===== src/rtl/csr_trap_unit_if.sv =====
// Core-side view of csr_trap_unit: CSR access port plus trap inputs and PC redirect outputs.
interface csr_trap_unit_if #(
  parameter int NUM_IRQ = 4
);
  logic [11:0]        csr_addr;
  logic [1:0]         csr_op;
  logic [31:0]        csr_wdata;
  logic [31:0]        csr_rdata;
  logic               csr_illegal;
  logic [31:0]        pc;
  logic               exc_valid;
  logic [4:0]         exc_cause;
  logic [NUM_IRQ-1:0] irq;
  logic               is_mret;
  logic [31:0]        epc;
  logic               epc_taken;

  modport master (
    output csr_addr, csr_op, csr_wdata, pc, exc_valid, exc_cause, irq, is_mret,
    input  csr_rdata, csr_illegal, epc, epc_taken
  );

  modport slave (
    input  csr_addr, csr_op, csr_wdata, pc, exc_valid, exc_cause, irq, is_mret,
    output csr_rdata, csr_illegal, epc, epc_taken
  );
endinterface


===== src/rtl/csr_trap_unit.sv =====
// Machine-mode CSR file with interrupt latching, trap entry / MRET sequencing and a
// registered PC redirect.
module csr_trap_unit #(
  parameter int NUM_IRQ  = 4,
  parameter int IRQ_LSB  = 16,
  parameter int SYNC_IRQ = 1,
  parameter int CYCLE_EN = 1
) (
  input logic            clk,
  input logic            rst,
  csr_trap_unit_if.slave bus
);

  localparam logic [11:0] A_MSTATUS = 12'h300;
  localparam logic [11:0] A_MIE     = 12'h304;
  localparam logic [11:0] A_MTVEC   = 12'h305;
  localparam logic [11:0] A_MEPC    = 12'h341;
  localparam logic [11:0] A_MCAUSE  = 12'h342;
  localparam logic [11:0] A_MIP     = 12'h344;
  localparam logic [11:0] A_MCYCLE  = 12'hB00;
  localparam logic [11:0] A_MCYCLEH = 12'hB80;

  localparam logic [1:0] OP_NONE = 2'b00;
  localparam logic [1:0] OP_RW   = 2'b01;
  localparam logic [1:0] OP_RS   = 2'b10;

  logic               mstatus_mie_q, mstatus_mie_d;
  logic               mstatus_mpie_q, mstatus_mpie_d;
  logic [NUM_IRQ-1:0] mie_q, mie_d;
  logic [NUM_IRQ-1:0] mip_q, mip_d;
  logic [31:0]        mtvec_q, mtvec_d;
  logic [31:0]        mepc_q, mepc_d;
  logic               mcause_int_q, mcause_int_d;
  logic [4:0]         mcause_code_q, mcause_code_d;
  logic [63:0]        mcycle_q, mcycle_d;
  logic [31:0]        epc_q, epc_d;
  logic               epc_taken_q, epc_taken_d;

  // Interrupt inputs are asynchronous to clk unless the integrator says otherwise.
  generate
    if (SYNC_IRQ != 0) begin : g_sync
      logic [NUM_IRQ-1:0] sync_q, sync_d;
      always_comb begin
        sync_d = bus.irq;
        mip_d  = sync_q;
      end
      always_ff @(posedge clk or negedge rst) begin
        if (!rst) sync_q <= '0;
        else      sync_q <= sync_d;
      end
    end else begin : g_nosync
      always_comb mip_d = bus.irq;
    end
  endgenerate

  logic [31:0] mip_word, mie_word;
  always_comb begin
    mip_word = '0;
    mie_word = '0;
    mip_word[IRQ_LSB +: NUM_IRQ] = mip_q;
    mie_word[IRQ_LSB +: NUM_IRQ] = mie_q;
  end

  logic        csr_legal;
  logic [31:0] csr_old;
  always_comb begin
    csr_legal = 1'b1;
    csr_old   = '0;
    case (bus.csr_addr)
      A_MSTATUS: csr_old = {24'b0, mstatus_mpie_q, 3'b0, mstatus_mie_q, 3'b0};
      A_MIE:     csr_old = mie_word;
      A_MTVEC:   csr_old = mtvec_q;
      A_MEPC:    csr_old = mepc_q;
      A_MCAUSE:  csr_old = {mcause_int_q, 26'b0, mcause_code_q};
      A_MIP:     csr_old = mip_word;
      A_MCYCLE:  if (CYCLE_EN != 0) csr_old = mcycle_q[31:0];  else csr_legal = 1'b0;
      A_MCYCLEH: if (CYCLE_EN != 0) csr_old = mcycle_q[63:32]; else csr_legal = 1'b0;
      default:   csr_legal = 1'b0;
    endcase
  end

  assign bus.csr_rdata   = (bus.csr_op != OP_NONE && csr_legal) ? csr_old : '0;
  assign bus.csr_illegal = (bus.csr_op != OP_NONE) && !csr_legal;

  logic [31:0] csr_new;
  always_comb begin
    case (bus.csr_op)
      OP_RW:   csr_new = bus.csr_wdata;
      OP_RS:   csr_new = csr_old | bus.csr_wdata;
      default: csr_new = csr_old & ~bus.csr_wdata;
    endcase
  end

  // Lowest-numbered pending and enabled line wins.
  logic [NUM_IRQ-1:0] pend;
  logic               int_pend;
  logic [4:0]         int_code;
  assign pend     = mip_q & mie_q;
  assign int_pend = mstatus_mie_q & (|pend);
  always_comb begin
    int_code = '0;
    for (int i = NUM_IRQ - 1; i >= 0; i--)
      if (pend[i]) int_code = 5'(IRQ_LSB + i);
  end

  logic       trap_int;
  logic [4:0] trap_code;
  always_comb begin
    mstatus_mie_d  = mstatus_mie_q;
    mstatus_mpie_d = mstatus_mpie_q;
    mie_d          = mie_q;
    mtvec_d        = mtvec_q;
    mepc_d         = mepc_q;
    mcause_int_d   = mcause_int_q;
    mcause_code_d  = mcause_code_q;
    mcycle_d       = mcycle_q + 64'd1;
    epc_d          = epc_q;
    epc_taken_d    = 1'b0;
    trap_int       = !bus.exc_valid;
    trap_code      = bus.exc_valid ? bus.exc_cause : int_code;
    if (bus.exc_valid || int_pend) begin
      mepc_d         = bus.pc & ~32'h3;
      mcause_int_d   = trap_int;
      mcause_code_d  = trap_code;
      mstatus_mpie_d = mstatus_mie_q;
      mstatus_mie_d  = 1'b0;
      epc_d          = {mtvec_q[31:2], 2'b00};
      if (trap_int && mtvec_q[0]) epc_d = epc_d + {25'b0, trap_code, 2'b00};
      epc_taken_d    = 1'b1;
    end else if (bus.is_mret) begin
      mstatus_mie_d  = mstatus_mpie_q;
      mstatus_mpie_d = 1'b1;
      epc_d          = mepc_q;
      epc_taken_d    = 1'b1;
    end else if (bus.csr_op != OP_NONE && csr_legal) begin
      // A counter write replaces the half and suppresses that cycle's increment.
      case (bus.csr_addr)
        A_MSTATUS: begin
          mstatus_mie_d  = csr_new[3];
          mstatus_mpie_d = csr_new[7];
        end
        A_MIE:     mie_d    = csr_new[IRQ_LSB +: NUM_IRQ];
        A_MTVEC:   mtvec_d  = {csr_new[31:2], 1'b0, csr_new[0]};
        A_MEPC:    mepc_d   = {csr_new[31:2], 2'b00};
        A_MCAUSE: begin
          mcause_int_d  = csr_new[31];
          mcause_code_d = csr_new[4:0];
        end
        A_MCYCLE:  mcycle_d = {mcycle_q[63:32], csr_new};
        A_MCYCLEH: mcycle_d = {csr_new, mcycle_q[31:0]};
        default: ;
      endcase
    end
    if (CYCLE_EN == 0) mcycle_d = '0;
  end

  always_ff @(posedge clk or negedge rst) begin
    if (!rst) begin
      mstatus_mie_q  <= 1'b0;
      mstatus_mpie_q <= 1'b0;
      mie_q          <= '0;
      mip_q          <= '0;
      mtvec_q        <= '0;
      mepc_q         <= '0;
      mcause_int_q   <= 1'b0;
      mcause_code_q  <= '0;
      mcycle_q       <= '0;
      epc_q          <= '0;
      epc_taken_q    <= 1'b0;
    end else begin
      mstatus_mie_q  <= mstatus_mie_d;
      mstatus_mpie_q <= mstatus_mpie_d;
      mie_q          <= mie_d;
      mip_q          <= mip_d;
      mtvec_q        <= mtvec_d;
      mepc_q         <= mepc_d;
      mcause_int_q   <= mcause_int_d;
      mcause_code_q  <= mcause_code_d;
      mcycle_q       <= mcycle_d;
      epc_q          <= epc_d;
      epc_taken_q    <= epc_taken_d;
    end
  end

  assign bus.epc       = epc_q;
  assign bus.epc_taken = epc_taken_q;

endmodule


===== src/flat_wrapper.sv =====
// flat-port wrapper written by rule: the top's interface ports become plain ports
module csr_trap_unit_flat 
#(
  parameter int NUM_IRQ  = 4,
  parameter int IRQ_LSB  = 16,
  parameter int SYNC_IRQ = 1,
  parameter int CYCLE_EN = 1
)
  (clk, rst, bus_csr_addr, bus_csr_op, bus_csr_wdata, bus_pc, bus_exc_valid, bus_exc_cause, bus_irq, bus_is_mret, bus_csr_rdata, bus_csr_illegal, bus_epc, bus_epc_taken);
  csr_trap_unit_if #(.NUM_IRQ(NUM_IRQ)) bus_i ();
  input logic clk;
  input logic rst;
  input wire logic [$bits(bus_i.csr_addr)-1:0] bus_csr_addr;
  input wire logic [$bits(bus_i.csr_op)-1:0] bus_csr_op;
  input wire logic [$bits(bus_i.csr_wdata)-1:0] bus_csr_wdata;
  input wire logic [$bits(bus_i.pc)-1:0] bus_pc;
  input wire logic [$bits(bus_i.exc_valid)-1:0] bus_exc_valid;
  input wire logic [$bits(bus_i.exc_cause)-1:0] bus_exc_cause;
  input wire logic [$bits(bus_i.irq)-1:0] bus_irq;
  input wire logic [$bits(bus_i.is_mret)-1:0] bus_is_mret;
  output wire logic [$bits(bus_i.csr_rdata)-1:0] bus_csr_rdata;
  output wire logic [$bits(bus_i.csr_illegal)-1:0] bus_csr_illegal;
  output wire logic [$bits(bus_i.epc)-1:0] bus_epc;
  output wire logic [$bits(bus_i.epc_taken)-1:0] bus_epc_taken;
  assign bus_i.csr_addr = bus_csr_addr;
  assign bus_i.csr_op = bus_csr_op;
  assign bus_i.csr_wdata = bus_csr_wdata;
  assign bus_i.pc = bus_pc;
  assign bus_i.exc_valid = bus_exc_valid;
  assign bus_i.exc_cause = bus_exc_cause;
  assign bus_i.irq = bus_irq;
  assign bus_i.is_mret = bus_is_mret;
  assign bus_csr_rdata = bus_i.csr_rdata;
  assign bus_csr_illegal = bus_i.csr_illegal;
  assign bus_epc = bus_i.epc;
  assign bus_epc_taken = bus_i.epc_taken;
  csr_trap_unit #(.NUM_IRQ(NUM_IRQ), .IRQ_LSB(IRQ_LSB), .SYNC_IRQ(SYNC_IRQ), .CYCLE_EN(CYCLE_EN)) u_core (.clk(clk), .rst(rst), .bus(bus_i));
endmodule

===== config.mk =====
export PLATFORM = sky130hd
export DESIGN_NAME = csr_trap_unit_flat
export DESIGN_NICKNAME = d
export VERILOG_FILES = /design/src/rtl/csr_trap_unit_if.sv /design/src/rtl/csr_trap_unit.sv /design/src/flat_wrapper.sv
export SDC_FILE = /design/constraint.sdc
export NUM_CORES = 1
export LEC_CHECK = 0
export ABC_AREA = 1
export BUFFER_PORTS_ARGS = -buffer_cell sky130_fd_sc_hd__buf_2
export CAP_MARGIN = 10
export CORE_ASPECT_RATIO = 1.4
export CORE_MARGIN = 5
export CORE_UTILIZATION = 25
export CTS_CLUSTER_SIZE = 28
export DETAILED_ROUTE_END_ITERATION = 16
export PLACE_DENSITY = 0.4
export REMOVE_ABC_BUFFERS = 1
export SLEW_MARGIN = 40
export SYNTH_ARGS = -nofsm -noshare
export SYNTH_HDL_FRONTEND = slang
export SYNTH_SLANG_ARGS = --single-unit
export TNS_END_PERCENT = 100

===== constraint.sdc =====
create_clock -name clk -period 2.9 [get_ports clk]
set_clock_uncertainty 0.05 [all_clocks]
set_input_delay 0.29 -clock clk [delete_from_list [all_inputs] [get_ports clk]]
set_output_delay 0.29 -clock clk [all_outputs]
set_load 0.05 [all_outputs]

; ---- Word level (Yosys, flattened, before mapping)
; Index checks and enable logic that the tools add are counted.
[op_classes]
add_sub_neg = 2
eq_ne = 13
mux = 38
n_bitwise = 7
reduce_logical = 20
[op_table]
columns = operator, count
row1 = $mux 32, 8
row2 = $pmux 32 s8, 1
row3 = $mux 64, 3
row4 = $pmux 64 s2, 1
row5 = $eq 12x10->1 const B, 6
row6 = $add 64x1->64 const B, 1
row7 = $pmux 32 s2, 1
row8 = $mux 5, 9
row9 = $add 32x7->32, 1
row10 = $and 32x32->32, 1
row11 = $not 32->32, 1
row12 = $or 32x32->32, 1
row13 = $eq 12x12->1 const B, 2
row14 = $mux 1, 15
row15 = $reduce_bool 2->1, 5
row16 = $ne 4x4->1 const B, 2
row17 = $reduce_and 4->1, 2
row18 = $reduce_or 8->1, 1
row19 = $reduce_and 3->1, 2
row20 = $reduce_bool 3->1, 2
row21 = $and 4x4->4, 1
row22 = $reduce_or 4->1, 1
row23 = $logic_and 1x1->1, 3
row24 = $eq 2x1->1 const B, 1
row25 = 7 further kinds, 9
[totals]
regBits = 180
input_bits = 91
output_inout_bits = 66
word_cells = 93

; ---- Longest topological paths before layout
; Gate-level depths: netlist of run 1.
[depth]
depth_word = 9
mapped_depth = 20
depth_no_buf = 20

; ---- Worst setup path before layout of run 1
; Ideal clock, no wire load.
[synth_timing]
kind = in2out
from = in bus_csr_addr[10]
to = out bus_csr_rdata[19]
t_arrival_ns = 2.302
required_ns = 2.560
slack_ns = 0.258
path_stages = 11
path_buffers = 2
cell_sequence = nor2_1 nand2_2 nor2_2 buf_6 nand2_2 nand2_1 nor2_2 nand2_4 nand2_1 clkbuf_1 a31oi_1
[synth_between]
elab_chain_len = 5
word_cells_on_any_way = 13
cone_classes = eq/ne: 8 / mux: 3 / reduce/logical: 2
[synth_rtl]
columns = element, line_no
row1 = from (decl), flat_wrapper.sv:13  ; input wire logic [$bits(bus_i.csr_addr)-1:0] bus_csr_addr;
row2 = $eq 12x10->1 / $eq 12x12->1 (equally long branches), csr_trap_unit.sv:69  ; case (bus.csr_addr)
row3 = $reduce_or 8->1 (no line), n/a
row4 = $mux 1, n/a
row5 = $logic_and 1x1->1, csr_trap_unit.sv:82  ; assign bus.csr_rdata = (bus.csr_op != OP_NONE && csr_legal) ? csr_old : '0;
row6 = $mux 32 (*), csr_trap_unit.sv:82
row7 = to (decl), flat_wrapper.sv:21  ; output wire logic [$bits(bus_i.csr_rdata)-1:0] bus_csr_rdata;
; Every way passes the cells marked *; elsewhere a longest branch is shown, timed or not.

; ---- Worst setup path after layout of run 1
[layout_timing]
from = reg u_core.mcycle_q[0]
to = reg u_core.mcycle_q[62]
[layout_between]
elab_chain_len = 5
[layout_rtl]
columns = element, line_no
row1 = from (decl), csr_trap_unit.sv:35  ; logic [63:0] mcycle_q, mcycle_d;
row2 = from (signal assigned), csr_trap_unit.sv:179  ; mcycle_q <= mcycle_d;
row3 = $add 64x1->64 (*), csr_trap_unit.sv:116  ; mcycle_d = mcycle_q + 64'd1;
row4 = $pmux 64 s2, csr_trap_unit.sv:137  ; case (bus.csr_addr)
row5 = $mux 64, csr_trap_unit.sv:135  ; end else if (bus.csr_op != OP_NONE && csr_legal) begin
row6 = $mux 64, csr_trap_unit.sv:130  ; end else if (bus.is_mret) begin
row7 = $mux 64 (*), csr_trap_unit.sv:121  ; if (bus.exc_valid || int_pend) begin
; Marked as above.
; A chain may end at the register's enable or synchronous reset.

==> metrics, run 1 <==
CTS tree=done; placed instance count=3186; io pins=157; ranking of synthesized cells by instance count=827 x nand2_1, 231 x inv_1, 230 x nand3_1; Residual DRC=0; drt total wl=77.8 mm; Cell Area, Placed=16500 um^2; crit path kind=reg -> reg; ANT cells=0; vias=16255; Post-Syn Area=14100 um^2; area grow syn2layout=22.6%; fin. max-slew vios=0; setup TNS=0 ns; # H-tree levels=4; port buffer count=152; top cells by area, synth=dfrtp_1 31%, nand2_1 22%, nand3_1 8.1%; Post-synth EDFFs=0; Clock Tree Root=clkbuf_16; clock sinks=176; headroom to the max-slew limit=46.3%; Starting Density=25.2%; total power=6480 uW; # rows=103; Final GP Congestion=0.953; antenna violations before repair=0; Die W=211 um; Util after Layout=30.9%; CP Capture Type=flop; worst skew pair latency=0.47 ns; Synth Register Bits=176; Syn Inst Count=2261; Netlist cell types=50; most frequent cell after synthesis=nand2_1; worst slew pin tran=0.804 ns; Post-synth ARST share=100%; CTS clk-pin slew, worst paths=0.08 ns; die height=291 um; worst hold path class=in -> reg; vias per cell=5.02; Max Buffers Root-to-Sink=2; share of post-route cells with drive strength above 1=15.2%; pin count of the biggest net entering global routing=72; vias in the first global route=15962; leakage=0.00829 uW; area share of the largest cell type after synthesis=31.1%; Core Region=56200 um^2; cell area after layout=17300 um^2; Avg WL per Cell=24.1 um; DRT iter0 DRCs=1293; Yosys top cell by area=dfrtp_1; Setup violations, final=0; WP data required=3.22 ns; RSZ-0062 raised after global routing=true; global-route wire length before repair=112 mm; CP max FO=5; fin crit period=2.81 ns; Synth Flop Type=dfrtp_1; die area=61500 um^2; max cap viols=0; Mapped Avg Cell Area=6.26 um^2; crit start category=flop; DPL Wire Length=63.5 mm; gr usage total=24.8%; VDD IR-drop max=0.309 mV; Pwr Density=373 nW/um^2; non-filler instance count after layout=3235; Seq/Total Area, Yosys=31.1%; Final Hold Viols=0; crit share post-route=97.0%; DRT Pass-1 Iters=7; Net count, final=2588; status=completed; Fmax=0.355 GHz; gr ovfl total=0; worst endpoint data arrival time=3.14 ns; Routed Antenna Nets=0; total CTS buffers=17; Yosys Warn Count=0
[layout by cell type, fill, tap and decap left out, drive strengths merged, types with 9 or more instances in the layout]
cell	instances
inv	244
nor2	206
nand3	233
nand2	837
a21oi	87
o21ai	104
dlygate4sd3	14
xnor2	14
xor2	31
buf	274
dfrtp	176
nor4	9
o211ai	64
nand4	68
o21bai	10
ha	9
nor3	42
clkbuf	23
[metal layers]
metal	vias up	part of all wire, %	global-route usage (%)
met4	0	3.3	8.21
met1	7847	43	31.9
li1	7846	-	-
met3	89	3.6	2.10
met5	-	0	0
met2	473	50	43.8
[worst paths after layout]
check	start	endpoint	slack (ns)	cells after the start
min	bus_pc[28]	u_core.mepc_q[28]$_DFFE_PN0P_	0.02	3
min reg2reg	u_core.g_sync.sync_q[0]$_DFF_PN0_	u_core.mip_q[0]$_DFF_PN0_	0.31	0
min in group asynchronous	rst	u_core.mcycle_q[5]$_DFFE_PN0P_	0.35	2
max in group asynchronous	rst	u_core.mcycle_q[8]$_DFFE_PN0P_	1.64	3
max reg2reg	u_core.mcycle_q[0]$_DFFE_PN0P_	u_core.mcycle_q[62]$_DFFE_PN0P_	0.09	15
max	u_core.mcycle_q[0]$_DFFE_PN0P_	u_core.mcycle_q[62]$_DFFE_PN0P_	0.09	15
[layout make-up]
cell class | count | area, um^2
Inverter | 245 | 922
Clock buffer | 22 | 494
Multi-Input combinational cell | 1758 | 8420
Clock inverter | 10 | 124
Sequential cell | 176 | 4400
Timing Repair Buffer | 289 | 2070
Fill cell | 6430 | 38800
Tap cell | 735 | 920
[kinds of logic (layout without fill, tap and decap cells)]
kind of cell | after synthesis | count (layout) | synth area share, %
and+or+nand+nor | 1407 | 1407 | 42.8
buffers and inverters | 328 | 566 | 9.63
AOI/OAI and AO/OA | 294 | 294 | 12.7
DFF | 176 | 176 | 31.1
xor gates and xnor gates | 45 | 45 | 2.79
adders and majority gates | 10 | 10 | 0.938
other | 1 | 2 | 0.0265
[critical path, stage by stage (launching register included)]
cell	delay, ns
dfrtp_1	0.47
ha_1	0.21
nand3_1	0.24
nor2_1	0.21
inv_1	0.10
nor2_1	0.13
inv_1	0.09
nor3_1	0.54
buf_4	0.24
nand3_1	0.08
nand2_1	0.09
nand2_1	0.05
nand2_1	0.05
nand3_1	0.07
nand2_1	0.07
inv_1	0.04
[registers in the layout, indices dropped and copies added, names as in the netlist]
name,cells
u_core.mcause_int_q,1
u_core.mstatus_mie_q,1
u_core.bus.epc,30
u_core.bus.epc_taken,1
u_core.mie_q,4
u_core.mstatus_mpie_q,1
u_core.g_sync.sync_q,4
u_core.mip_q,4
u_core.mcause_code_q,5
u_core.mtvec_q,31
u_core.mcycle_q,64
u_core.mepc_q,30
[through the flow]
stage,hold WS [ns],setup WS (ns)
after floorplan,-0.0556,-0.880
after global routing,0.0232,-0.0106
final,0.0231,0.0867
after detailed placement,0.286,0.109
after CTS,0.000203,0.0954
after global placement,0.297,0.0853
[where the power goes]
group	switching [uW]	internal, uW	total (uW)
combinational	850	336	1190
sequential	158	2580	2740
clock	1150	1400	2550
[what timing repair did]
action | CTS | global route
endpoints found under the hold margin | 80 | 0
hold buffers | 14 | 0
setup buffers | 0 | 3
setup endpoints to repair | 0 | 11
gates resized for setup | 0 | 10
Power figures use the tool's default switching activity.
==> run 2, diff against run 1 <==
--- a/config.mk
+++ b/config.mk
@@ -7,13 +7,13 @@
 export LEC_CHECK = 0
 export ABC_AREA = 1
 export BUFFER_PORTS_ARGS = -buffer_cell sky130_fd_sc_hd__buf_2
-export CAP_MARGIN = 10
+export CAP_MARGIN = 0
 export CORE_ASPECT_RATIO = 1.4
 export CORE_MARGIN = 5
 export CORE_UTILIZATION = 25
 export CTS_CLUSTER_SIZE = 28
 export DETAILED_ROUTE_END_ITERATION = 16
-export PLACE_DENSITY = 0.4
+export PLACE_DENSITY = 0.47
 export REMOVE_ABC_BUFFERS = 1
 export SLEW_MARGIN = 40
 export SYNTH_ARGS = -nofsm -noshare
==> run 2 against run 1 <==
Net effect:
- register-to-register slack gained 0.06 ns
- fmax shrank 0.61%
- via count grew 2.0%
- cell count shrank 0.83%
- die area is the same
- critical path type is now in -> out
- largest cell class unchanged
==> metrics, run 2 (synthesis results as in run 1) <==
total power=6520 uW; Die W=211 um; RSZ-0062 raised after global routing=false; fin crit period=2.83 ns; worst endpoint data arrival time=2.49 ns; crit share post-route=97.6%; Net count, final=2561; worst skew pair latency=0.47 ns; die area=61500 um^2; total CTS buffers=17; gr ovfl total=0; gr usage total=23.0%; top flop regs=u_core.mcycle_q (64), u_core.mtvec_q (31); non-filler instance count after layout=3208; # rows=103; Top reg by flops=u_core.mcycle_q; WP data required=2.56 ns; commonest non-fill, non-tap cells in the layout=821 x nand2_1, 231 x inv_1, 229 x nand3_1; Worst Min Path Start=bus_pc[25]; max cap viols=0; die height=291 um; ANT cells=0; crit start category=input port; Clock Tree Root=clkbuf_16; Avg WL per Cell=22.6 um; drt total wl=72.5 mm; vias=16572; pin count of the biggest net entering global routing=63; Starting Density=25.2%; antenna violations before repair=0; worst hold path class=in -> reg; placed instance count=3167; Setup violations, final=0; # H-tree levels=4; area grow syn2layout=21.3%; worst slew pin tran=0.831 ns; fin. max-slew vios=0; DRT Pass-1 Iters=5; Final Hold Viols=0; Residual DRC=0; WHS=0.00966 ns; port buffer count=152; crit path kind=in -> out; CTS tree=done; io pins=157; Cell Area, Placed=16400 um^2; CP Capture Type=primary output; vias in the first global route=16229; most common cell after layout, fill and taps aside=nand2_1; Reg-to-Reg Start=u_core.mie_q[3]$_DFFE_PN0P_; leakage=0.00813 uW; clock sinks=176; CTS clk-pin slew, worst paths=0.07 ns; global-route wire length before repair=107 mm; DRT iter0 DRCs=1369; Core Region=56200 um^2; cell area after layout=17200 um^2; Fmax=0.353 GHz; DPL Wire Length=57.9 mm; Largest register FFs=64; CP max FO=8; crit path from=bus_csr_addr[3]; Routed Antenna Nets=0; status=completed; headroom to the max-slew limit=44.5%; Pwr Density=380 nW/um^2; Final GP Congestion=0.984; share of post-route cells with drive strength above 1=14.7%; VDD IR-drop max=0.428 mV; vias per cell=5.17; Max Buffers Root-to-Sink=2
-- run 2: report_power, final --
group | switching [uW] | internal, uW
Sequential | 147 | 2580
Clock | 1160 | 1440
Combinational | 847 | 335
Total | 2160 | 4360
-- run 2: timing repair --
item                                    in CTS  in global routing
endpoints found under the setup margin       0                  9
gates resized for setup                      0                 16
hold buffers                                 6                  0
setup buffers                                0                  3
hold endpoints to repair                    58                  0
-- run 2: area by class of cell --
type	instances	area, um^2
timing repair buffer	262	1840
clock inverter	10	151
tap	735	920
inverter	245	922
multi-input combinational	1758	8440
clock buffer	22	474
fill	6302	39000
sequential	176	4410
-- run 2: final timing paths --
| kind | to | slack [ns] | cells after the start |
|---|---|---|---|
| max in group asynchronous | u_core.mtvec_q[28]$_DFFE_PN0P_ | 1.72 | 3 |
| worst max-delay path | bus_csr_rdata[17] | 0.07 | 11 |
| min in group asynchronous | u_core.bus.epc[26]$_DFFE_PN0N_ | 0.33 | 2 |
| worst max register to register | u_core.bus.epc[25]$_DFFE_PN0N_ | 0.15 | 17 |
| worst min-delay path | u_core.mepc_q[25]$_DFFE_PN0P_ | 0.01 | 3 |
| worst min register to register | u_core.mip_q[0]$_DFF_PN0_ | 0.31 | 0 |
-- run 2: per-stage QoR --
stage / setup slack [ns] / setup TNS [ns] / util [%]
after detailed placement: 0.115 / 0 / 29.2
final: 0.0696 / 0 / 30.5
after floorplan: -0.880 / -99.28 / -
after CTS: 0.112 / 0 / 30.4
after global routing: 0.00643 / 0 / 30.5
after global placement: -0.00726 / -0.00726 / 29.2
-- run 2: layer usage --
| layer | track usage (%) | up-vias | part of all wire, % |
|---|---|---|---|
| met5 | 0 | - | 0 |
| met4 | 10.9 | 0 | 5.2 |
| met3 | 2.13 | 155 | 5.3 |
| met2 | 39.9 | 692 | 50 |
| met1 | 28.6 | 7949 | 40 |
| li1 | - | 7776 | - |
-- run 2: critical path, stage by stage --
cell	delay, ns
buf_2	0.12
nor2_4	0.17
nand2_2	0.17
inv_1	0.23
nand2_1	0.16
inv_1	0.14
nor2_2	0.07
nand2_4	0.06
nand2_1	0.30
a41oi_1	0.44
buf_2	0.34
==> run 3, diff against run 2 <==
--- a/config.mk
+++ b/config.mk
@@ -5,7 +5,6 @@
 export SDC_FILE = /design/constraint.sdc
 export NUM_CORES = 1
 export LEC_CHECK = 0
-export ABC_AREA = 1
 export BUFFER_PORTS_ARGS = -buffer_cell sky130_fd_sc_hd__buf_2
 export CAP_MARGIN = 0
 export CORE_ASPECT_RATIO = 1.4
==> run 3 against run 2 <==
Net effect:
- synthesized cell count shrank 41%
- largest power group unchanged
- register-to-register slack lost 0.03 ns
- cell count shrank 33%
- die area shrank 19%
- clock power shrank 7%
- core utilization grew 1.2 points
- via count shrank 30%
- setup slack gained 0.050 ns
- combinational power shrank 18%
- critical path depth grew 1
- fmax grew 1.8%
- total power shrank 7.2%
==> metrics, run 3 <==
Max Buffers Root-to-Sink=2; Seq/Total Area, Yosys=38.6%; io pins=157; total CTS buffers=17; Pwr Density=422 nW/um^2; met3 Use GR=2.22%; ranking of synthesized cells by instance count=176 x dfrtp_1, 124 x nand2_1, 109 x o21ai_0; RSZ-0062 raised after global routing=true; CP max FO=13; CP dominant cell by count=buf_4; Syn Inst Count=1323; Die W=191 um; headroom to the max-slew limit=46.2%; DRT iter0 DRCs=928; gr busiest metal=met2; drt total wl=50.1 mm; met2 usage=33.5%; setup TNS=0 ns; Max stage delay on crit path=0.43 ns; CTS clk-pin slew, worst paths=0.07 ns; worst slew pin tran=0.807 ns; pin count of the biggest net entering global routing=90; fin crit period=2.78 ns; leakage=0.00572 uW; Yosys top cell by area=dfrtp_1; most common cell after layout, fill and taps aside=dfrtp_1; Final GP Congestion=0.920; Cell Area, Placed=13600 um^2; DRT Pass-1 Iters=9; Final Hold Viols=0; status=completed; CTS tree=done; vias in the first global route=11644; FILL cells=4836; worst skew pair latency=0.46 ns; worst hold path class=in -> reg; Bufs and invs on worst path=3; Mapped Avg Cell Area=8.63 um^2; Max stage delay cell, worst path=dfrtp_1; DPL Wire Length=37.8 mm; Clock Tree Root=clkbuf_16; # rows=92; CP Capture Type=flop; cell area after layout=14300 um^2; Net count, final=1624; # H-tree levels=4; share of post-route cells with drive strength above 1=23.7%; Post-synth ARST share=100%; Core Region=45100 um^2; fin. max-slew vios=0; Fmax=0.360 GHz; gr usage total=19.7%; Routed Antenna Nets=0; max cap viols=0; Residual DRC=0; die area=50100 um^2; Setup violations, final=0; vias per cell=5.41; antenna violations before repair=0; gr ovfl total=0; ANT cells=0; top flop regs=u_core.mcycle_q (64), u_core.mtvec_q (31); Top reg by flops=u_core.mcycle_q; Largest register FFs=64; port buffer count=152; crit start category=flop; Yosys Warn Count=0; Starting Density=25.3%; area share of the largest cell type after synthesis=38.6%; WP data required=3.17 ns; clock sinks=176; Avg WL per Cell=23.3 um; Netlist cell types=84; area grow syn2layout=25.4%; crit-path cells=a22o_1 -> o31ai_1 -> buf_4 -> ha_1 -> a211oi_2 -> o21ai_0 -> o211ai_1 -> buf_12 -> nor4_2 -> buf_4 -> xnor2_1 -> a21oi_1; Post-synth EDFFs=0; most frequent cell after synthesis=dfrtp_1; Post-Syn Area=11400 um^2; crit path kind=reg -> reg; commonest non-fill, non-tap cells in the layout=176 x dfrtp_1, 151 x buf_2, 123 x nand2_1; Synth Register Bits=176; worst endpoint data arrival time=3.05 ns; die height=263 um; top cells by area, synth=dfrtp_1 39%, o21ai_0 4.8%, a21oi_1 4.6%; delay-heaviest family, CP=compound AO/OA/AOI/OAI gates; global-route wire length before repair=75.4 mm; Synth Flop Type=dfrtp_1; VDD IR-drop max=0.408 mV; crit share post-route=95.9%; routing usage on met1=25.5%; vias=11615
-- run 3: cell count changes in the layout (fill, tap and decap cells not counted), moves of 42 or more --
cell      change
o211ai_1     -49
nor2_1       -96
inv_1       -197
a211oi_1     +49
nand3_1     -188
o21ai_0      +42
nand2_1     -698
-- run 3: metrics by stage --
step,utilization (%),total power (uW),std cells,setup WS (ns),hold WS (ns)
3_3_place_gp,30.1,3670,2105,0.0237,0.286
4_1_cts,31.6,6110,2145,0.0135,0.00913
3_5_place_dp,30.1,3670,2105,0.0175,0.290
6_report,31.7,6050,2146,0.120,0.0264
5_1_grt,31.7,6290,2146,-0.0638,0.0267
2_1_floorplan,-,3170,1229,-0.863,-0.0556
-- run 3: worst paths after layout --
| kind | start | depth (start not counted) | slack (ns) | to |
|---|---|---|---|---|
| min in group asynchronous | rst | 2 | 0.39 | u_core.g_sync.sync_q[3]$_DFF_PN0_ |
| worst max register to register | u_core.mie_q[1]$_DFFE_PN0P_ | 12 | 0.12 | u_core.bus.epc[31]$_DFFE_PN0N_ |
| max in group asynchronous | rst | 3 | 1.61 | u_core.mcycle_q[48]$_DFFE_PN0P_ |
| worst min-delay path | bus_pc[10] | 2 | 0.03 | u_core.mepc_q[10]$_DFFE_PN0P_ |
| worst max-delay path | u_core.mie_q[1]$_DFFE_PN0P_ | 12 | 0.12 | u_core.bus.epc[31]$_DFFE_PN0N_ |
| worst min register to register | u_core.g_sync.sync_q[3]$_DFF_PN0_ | 0 | 0.30 | u_core.mip_q[3]$_DFF_PN0_ |
-- run 3: logic make-up (layout without fill, tap and decap cells) --
kind of cell | count (synthesis) | count (layout) | share of synthesized area (%)
other cells | 1 | 2 | 0.0328
buf+inv | 129 | 340 | 4.83
mux | 45 | 45 | 4.24
flops | 176 | 176 | 38.6
compound gates | 456 | 456 | 26.4
simple gates | 477 | 477 | 22.5
fa+ha+maj | 10 | 10 | 1.16
xor+xnor | 29 | 29 | 2.22
-- run 3: what timing repair did --
action / in CTS / in global routing
resized for setup: 0 / 9
hold buffers: 9 / 0
setup buffers: 0 / 1
hold endpoints to repair: 82 / 0
endpoints found under the setup margin: 0 / 16
-- run 3: power by group --
part	total, uW	switching, uW	internal (uW)	leakage (uW)
combinational	971	640	331	0.00326
sequential	2670	98.8	2570	0.00216
clock	2410	1050	1360	0.000296
-- run 3: per-layer routing --
layer | vias up | wire length [um]
met5 | - | 0
met4 | 0 | 1720
met1 | 5768 | 21300
met2 | 397 | 24800
li1 | 5378 | -
met3 | 72 | 2240
-- run 3: area by class of cell --
cell class / count / area, um^2 / share of cell area, %
sequential: 176 / 4400 / 30.8
inverter: 34 / 128 / 0.891
clock inverter: 9 / 106 / 0.743
clock buffer: 22 / 484 / 3.38
tap: 611 / 764 / 5.34
multi-input combinational: 1019 / 6540 / 45.7
timing repair buffer: 275 / 1890 / 13.2
